File: src/rtl/rose_pulse_driver.sv
// Drives an a/b stimulus pair so that a |-> $rose(b) always holds, with handshake-fed pulse lengths.
// Optional statistics counters are compiled in when ROSE_DRV_STATS_EN is defined.
module rose_pulse_driver #(
    parameter int LEN_W   = 4,
    parameter int MIN_LOW = 1
`ifdef ROSE_DRV_STATS_EN
    ,
    parameter int CNT_W   = 16
`endif
) (
    input  logic             clk,
    input  logic             rst,
    input  logic             req_valid,
    output logic             req_ready,
    input  logic [LEN_W-1:0] req_len,
    input  logic             abort,
    output logic             a_out,
    output logic             b_out,
    output logic             busy
`ifdef ROSE_DRV_STATS_EN
    ,
    output logic [CNT_W-1:0] evt_count,
    output logic [CNT_W-1:0] abort_count
`endif
);

    localparam int LOW_W = (MIN_LOW > 1) ? $clog2(MIN_LOW) : 1;

    typedef enum logic [1:0] {IDLE, HIGH, LOW} state_t;

    state_t            state, state_nxt;
    logic [LEN_W-1:0]  hi_cnt, hi_cnt_nxt;
    logic [LOW_W-1:0]  low_cnt, low_cnt_nxt;
    logic              a_nxt, b_nxt, busy_nxt;
    logic              accept, hi_last, low_last;
    logic [LEN_W-1:0]  len_m1;

    // hi_cnt holds remaining high cycles minus one; low_cnt is the current low cycle index.
    assign hi_last  = (hi_cnt == '0);
    assign low_last = (low_cnt == LOW_W'(MIN_LOW - 1));
    assign len_m1   = (req_len == '0) ? '0 : req_len - LEN_W'(1);
    assign accept   = req_valid && req_ready;

    // NOTE: sequential state uses non-blocking assignments so every register samples pre-edge values.
    always_ff @(posedge clk or posedge rst) begin
        if (rst) begin
            state   <= IDLE;
            hi_cnt  <= '0;
            low_cnt <= '0;
            a_out   <= 1'b0;
            b_out   <= 1'b0;
            busy    <= 1'b0;
        end else begin
            state   <= state_nxt;
            hi_cnt  <= hi_cnt_nxt;
            low_cnt <= low_cnt_nxt;
            a_out   <= a_nxt;
            b_out   <= b_nxt;
            busy    <= busy_nxt;
        end
    end

    // NOTE: every combinational output gets a default first so no path leaves it unassigned (no latch).
    always_comb begin
        state_nxt   = state;
        hi_cnt_nxt  = hi_cnt;
        low_cnt_nxt = low_cnt;
        case (state)
            IDLE: begin
                if (accept) begin
                    state_nxt  = HIGH;
                    hi_cnt_nxt = len_m1;
                end
            end
            HIGH: begin
                if (abort || hi_last) begin
                    state_nxt   = LOW;
                    low_cnt_nxt = '0;
                end else begin
                    hi_cnt_nxt = hi_cnt - LEN_W'(1);
                end
            end
            LOW: begin
                if (abort) begin
                    low_cnt_nxt = '0;
                end else if (accept) begin
                    state_nxt  = HIGH;
                    hi_cnt_nxt = len_m1;
                end else if (low_last) begin
                    state_nxt = IDLE;
                end else begin
                    low_cnt_nxt = low_cnt + LOW_W'(1);
                end
            end
            default: state_nxt = IDLE;
        endcase
    end

    // a_out marks entry into HIGH; since LOW always separates pulses it cannot repeat.
    always_comb begin
        req_ready = 1'b0;
        case (state)
            IDLE:    req_ready = !abort;
            LOW:     req_ready = low_last && !abort;
            default: req_ready = 1'b0;
        endcase
        b_nxt    = (state_nxt == HIGH);
        a_nxt    = (state_nxt == HIGH) && (state != HIGH);
        busy_nxt = (state_nxt != IDLE);
    end

`ifdef ROSE_DRV_STATS_EN
    always_ff @(posedge clk or posedge rst) begin
        if (rst) begin
            evt_count   <= '0;
            abort_count <= '0;
        end else begin
            if (accept && (evt_count != '1))
                evt_count <= evt_count + CNT_W'(1);
            if ((state == HIGH) && abort && (abort_count != '1))
                abort_count <= abort_count + CNT_W'(1);
        end
    end
`endif

endmodule

File: config.mk
export PLATFORM = sky130hd
export DESIGN_NAME = rose_pulse_driver
export DESIGN_NICKNAME = d
export VERILOG_FILES = /design/src/rtl/rose_pulse_driver.sv
export SDC_FILE = /design/constraint.sdc
export NUM_CORES = 1
export LEC_CHECK = 0
export BUFFER_PORTS_ARGS = -buffer_cell sky130_fd_sc_hd__buf_4
export CAP_MARGIN = 20
export CORE_MARGIN = 10
export CORE_UTILIZATION = 37
export CTS_CLUSTER_SIZE = 10
export DETAILED_ROUTE_END_ITERATION = 8
export HOLD_SLACK_MARGIN = 0.08
export PLACE_DENSITY_LB_ADDON = 0.15
export SYNTH_ARGS = -nofsm -noshare
export SYNTH_HDL_FRONTEND = slang
export SYNTH_SLANG_ARGS = --single-unit
File: constraint.sdc
create_clock -name clk -period 1.91 [get_ports clk]
set_input_delay 0.382 -clock clk [delete_from_list [all_inputs] [get_ports clk]]
set_output_delay 0.382 -clock clk [all_outputs]
set_load 0.01 [all_outputs]
==> qor.yml, run 1 <==
finalHoldViolations: 0
post_cts_buffers: 0
start_util: 0.3904
fin_ws_ns: 0.3513
antenna_cells: 0
critPathBufInv: 1
dieArea_sq_um: 3255
grt.overflow.total: 0
postCtsResizedCells: 0
max_freq_mhz: 641.6
die-height_um: 57.06
cp.required_ns: 2.10
setup_viol: 0
antenna_found_initial: 0
grt_max_degree: 10
dp_hpwl_um: 858.2
crit_family: "simple AND/OR/NAND/NOR gates"
syn_to_final_growth_pct: 25.12
clockBufferDepth: 2
wl_mm: 1.088
yosysUniqueCellTypes: 23
hold_path.class: "in -> async"
root_buffer: "clkbuf_4"
place_ws_ns: 0.3630
first_pass_iters: 4
gp_congestion: 0.7739
io_buffers: 11
power.total_mw: 0.6851
powerDensity_nw_per_um2: 1078
end_kind: "flip-flop"
dieWidth_um: 57.06
max_slew_margin: 0.7392
hold_buffers: 0
fin_area_sq_um: 635.6
core_sq_um: 1301
status: "completed"
irDropWorstVdd_mv: 0.6218
cellLeakagePower_nw: 0.2819
holdWs_ns: 0.07088
fin_crit_sh: 0.8160
synthTopCellsByArea: "dfrtp_1 44%, nand2b_4 5.4%, o32ai_4 5.4%"
slowest_delay_ns: 0.40
synthesis.nets: 57
maxCapViolCount: 0
yosys_warnings: 0
ant_nets: 0
final_cells: 78
ys_ff_latch: 9
grt_pass1_wl_mm: 1.807
tns_ns: 0
drv_slew: 0
via_count: 416
fin_util: 0.4885
detail_route.wl_per_cell_um: 13.95
rsz0062_at_grt: "false"
grt_usage: 0.07045
worstPathArrival_ns: 1.75
grt_pass1_vias: 393
seq_area_frac_synth: 0.4433
crit_path_start_kind: "flip-flop"
rows: 13
synthCells: 48
worstRegToRegCells: 6
crit_fanout: 4
clock_latency_ns: 0.27
drt_iter0_markers: 10
worstMarginPinSlew_ns: 0.3897
layout.nets: 73
clkTransAtPathRegs_ns: 0.07
syn_area_per_cell_sq_um: 10.58
synth_top_area_share: 0.4433
path_class: "reg -> reg"
worstPathCellList: "inv_1, ha_1, nor3b_2, nor3_2, a32o_1, a21oi_1"
postPlaceCellArea_sq_um: 609.3
syn_area_sq_um: 508.0
htree_levels: 1
cts_tree: "done"
drcViolationCount: 0
place_inst: 74
cp_slowest_cell: "dfrtp_1"
crit_cells: 6
boundaryPins: 12
viasPerCell: 5.333
yosys.area.top_type: "dfrtp_1"
clkSinkCount: 9
cts_made_buffers: 3
drive_above_1_share: 0.3016
period_minus_slack_ns: 1.559
finalClockSkew_ns: 0.01246
## worst reg2reg max path: stages, from the launching register on
cell and delay, ns:
dfrtp_1 0.40, inv_1 0.06, ha_1 0.18, nor3b_2 0.37, nor3_2 0.11, a32o_1 0.26, a21oi_1 0.12
## kinds of logic after synthesis
family          after synthesis  synth area share
compound gates               18            0.2808
buf+inv                       4           0.02955
simple gates                 16            0.2217
flops                         9            0.4434
fa+ha+maj                     1           0.02463
## metal layers
metal / track usage / part of all wire / up-vias
li1: - / - / 209
met1: 0.08010 / 0.47 / 196
met2: 0.09922 / 0.47 / 9
met3: 0.04867 / 0.058 / 2
met4: 0.03020 / 0.0092 / 0
met5: 0 / 0 / -
## sequential cells by signal, summed over array words and instances (netlist names)
name,count
a_out,1
b_out,1
busy,1
hi_cnt,4
state,2
## cells in the mapped netlist
cell / number
and2_1: 2
a32o_1: 1
o32ai_4: 1
dfrtp_1: 9
o21ai_0: 4
nor3_1: 1
o22ai_1: 1
ha_1: 1
o22a_1: 1
nor2_1: 4
nand2b_4: 2
a32oi_1: 2
nand2_1: 2
nor3_2: 1
o21ai_1: 3
nor3b_2: 1
nand3b_1: 2
a21oi_1: 1
and2b_1: 1
o31ai_1: 2
o31a_1: 1
o32ai_1: 1
inv_1: 4
## placed cells by master (no fill, tap or decap)
cell type  count
buf_4         11
dfrtp_1        9
nor2_1         4
o21ai_0        4
inv_1          4
o21ai_1        3
clkbuf_4       3
nand2b_4       2
o31ai_1        2
and2_1         2
nand2_1        2
a32oi_1        2
nand3b_1       2
nor3b_2        1
o32ai_4        1
nor3_2         1
o22ai_1        1
and2b_1        1
o22a_1         1
o31a_1         1
o32ai_1        1
nor3_1         1
a32o_1         1
a21oi_1        1
ha_1           1
clkbuf_1       1
## worst paths after layout
kind                             from        end  slack [ns]
setup / recovery            hi_cnt[0]  hi_cnt[3]        0.35
hold / removal                    rst       busy        0.07
setup reg to reg            hi_cnt[0]  hi_cnt[3]        0.35
hold reg to reg             hi_cnt[1]  hi_cnt[1]        0.55
max in group asynchronous         rst  hi_cnt[2]        1.57
min in group clk           req_len[0]  hi_cnt[0]        0.37
## area by class of cell
cell class	instances	area (sq um)
sequential	9	225.2
timing repair buffer	11	82.58
tap	15	18.77
fill	132	665.6
inverter	4	15.01
multi-input combinational	35	267.8
clock buffer	4	26.28
## power by group
group / leakage, nW / switching (mW) / total, mW / internal, mW
Sequential: 0.109 / 0.0576 / 0.308 / 0.250
Combinational: 0.158 / 0.109 / 0.228 / 0.119
Clock: 0.0150 / 0.0686 / 0.149 / 0.0805
No activity file was read; power rests on OpenSTA's default activity.
==> run 2: changes to the inputs <==
==> constraint.sdc (replaced) <==
create_clock -name clk -period 1.6 [get_ports clk]
set_input_delay 0.32 -clock clk [delete_from_list [all_inputs] [get_ports clk]]
set_output_delay 0.32 -clock clk [all_outputs]
set_load 0.01 [all_outputs]
==> qor.yml, run 2 (same netlist as run 1, synthesis figures left out) <==
regArea_sq_um: 225.2  # unchanged
setup_viol: 0  # unchanged
grt_usage: 0.08115  # +0.01071
dieArea_sq_um: 3255  # unchanged
root_buffer: "clkbuf_4"
fin_crit_sh: 0.9427  # +0.1266
drt_iter0_markers: 8  # -2
layout.nets: 78  # +6.8%
gp_congestion: 0.7565  # -2.2%
grt_pass1_vias: 450  # +15%
hold_path.class: "in -> reg"
syn_to_final_growth_pct: 34.24
antenna_found_initial: 0  # unchanged
worstRegToRegCells: 7  # +1
wl_mm: 1.198  # +10%
max_freq_mhz: 663.0  # +3.3%
crit_path_start_kind: "flip-flop"
via_count: 455  # +9.4%
layout_commonest_cell: "buf_4"
cp.required_ns: 1.74  # -0.36 ns
finalClockSkew_ns: 0.001854  # -0.01060 ns
max_slew_margin: 0.7528  # +0.01355
hold_path_startpoint: "req_len[0]"
worstMarginPinSlew_ns: 0.3694  # -0.02025 ns
die-height_um: 57.06  # unchanged
crit_fanout: 4  # unchanged
path_class: "reg -> reg"
rr_startpoint: "hi_cnt[0]"
place_ws_ns: 0.03105  # -0.3320 ns
clock_latency_ns: 0.26  # about the same
cts_tree: "done"
status: "completed"
cts_made_buffers: 3  # unchanged
boundaryPins: 12  # unchanged
dieWidth_um: 57.06  # unchanged
grt.overflow.total: 0  # unchanged
start_util: 0.3904  # unchanged
viasPerCell: 5.482  # +2.8%
multiInputGateArea_sq_um: 274.0  # +2.3%
drcViolationCount: 0  # unchanged
grt_pass1_wl_mm: 2.125  # +18%
first_pass_iters: 4  # unchanged
antenna_cells: 0  # unchanged
period_minus_slack_ns: 1.508  # -0.05036 ns
ant_nets: 0  # unchanged
dp_hpwl_um: 938  # +9.3%
mostFrequentLayoutCells: "15 x buf_4, 9 x dfrtp_1, 4 x nor2_1, 4 x o21ai_0, 4 x inv_1"
cellLeakagePower_nw: 0.3047  # +8.1%
clockBufferDepth: 2  # unchanged
powerDensity_nw_per_um2: 1288  # +19%
fillers: 123  # -6.8%
irDropWorstVdd_mv: 0.5541  # -11%
finalHoldViolations: 0  # unchanged
clkSinkCount: 9  # unchanged
crit_path_start: "hi_cnt[0]"
drive_above_1_share: 0.3676  # +0.06606
htree_levels: 1  # unchanged
io_buffers: 11  # unchanged
power.total_mw: 0.8783  # +28%
clkTransAtPathRegs_ns: 0.06  # about the same
reg_top3: "hi_cnt (4), state (2)"
worstPathArrival_ns: 1.65  # -0.10 ns
largest_register_ffs: 4  # unchanged
drv_slew: 0  # unchanged
core_sq_um: 1301  # unchanged
maxCapViolCount: 0  # unchanged
end_kind: "flip-flop"
detail_route.wl_per_cell_um: 14.43  # +3.5%
rows: 13  # unchanged
grt_max_degree: 10  # unchanged
whs_path_depth: 2
fin_ws_ns: 0.09170  # -0.2596 ns
regMostFlops: "hi_cnt"
run 2: changes by cell type in the layout (fill, tap and decap cells not counted), sizes merged:
| cell | before | now |
|---|---|---|
| buf | 11 | 15 |
| dlygate4sd3 | 0 | 1 |
run 2: layer usage:
metal,vias up,share of wire,GRT usage
met3,0,0.067,0.04425
li1,223,-,-
met1,220,0.46,0.09787
met4,0,0,0.03020
met2,12,0.47,0.1178
met5,-,0,0
run 2: final timing paths:
path	slack (ns)	to
worst max-delay path	0.09	hi_cnt[0]
worst min-delay path	0.29	hi_cnt[0]
worst max register to register	0.09	hi_cnt[0]
worst min register to register	0.56	hi_cnt[3]
max in group asynchronous	0.75	hi_cnt[0]
min in group asynchronous	0.59	hi_cnt[3]
run 2: where the power goes:
| group | internal (mW) | switching, mW |
|---|---|---|
| sequential | 0.298 | 0.0628 |
| combinational | 0.185 | 0.156 |
| clock | 0.0961 | 0.0794 |
run 2: layout make-up:
type                            count  area share
Multi-Input combinational cell     35      0.4018
Sequential cell                     9      0.3303
Inverter                            4     0.02202
Clock buffer                        4     0.03853
Tap cell                           15     0.02752
Timing Repair Buffer               16      0.1798
run 2: metrics by stage:
step	utilization	std cells	hold WS (ns)	instance area [sq um]	TNS, ns
after global routing	0.5240	83	0.2902	681.9	-0.004931
after CTS	0.5135	82	0.2845	668.1	0
after detailed placement	0.4856	77	0.3166	631.9	0
after floorplan	-	48	0.1479	508.0	0
final	0.5240	83	0.2909	681.9	0
after global placement	0.4856	77	0.3107	631.9	0
run 2: critical path, cell delays in order, from the launching register on:
cell     delay, ns
dfrtp_1       0.35
inv_1         0.05
ha_2          0.18
nor3b_2       0.15
buf_4         0.15
o32ai_4       0.27
and2_1        0.17
o22ai_1       0.07
run 2: what timing repair did:
item,4_1_cts,5_1_grt
resized for setup,0,2
endpoints found under the setup margin,0,2
setup buffers,0,1
hold buffers,1,0
endpoints found under the hold margin,9,0
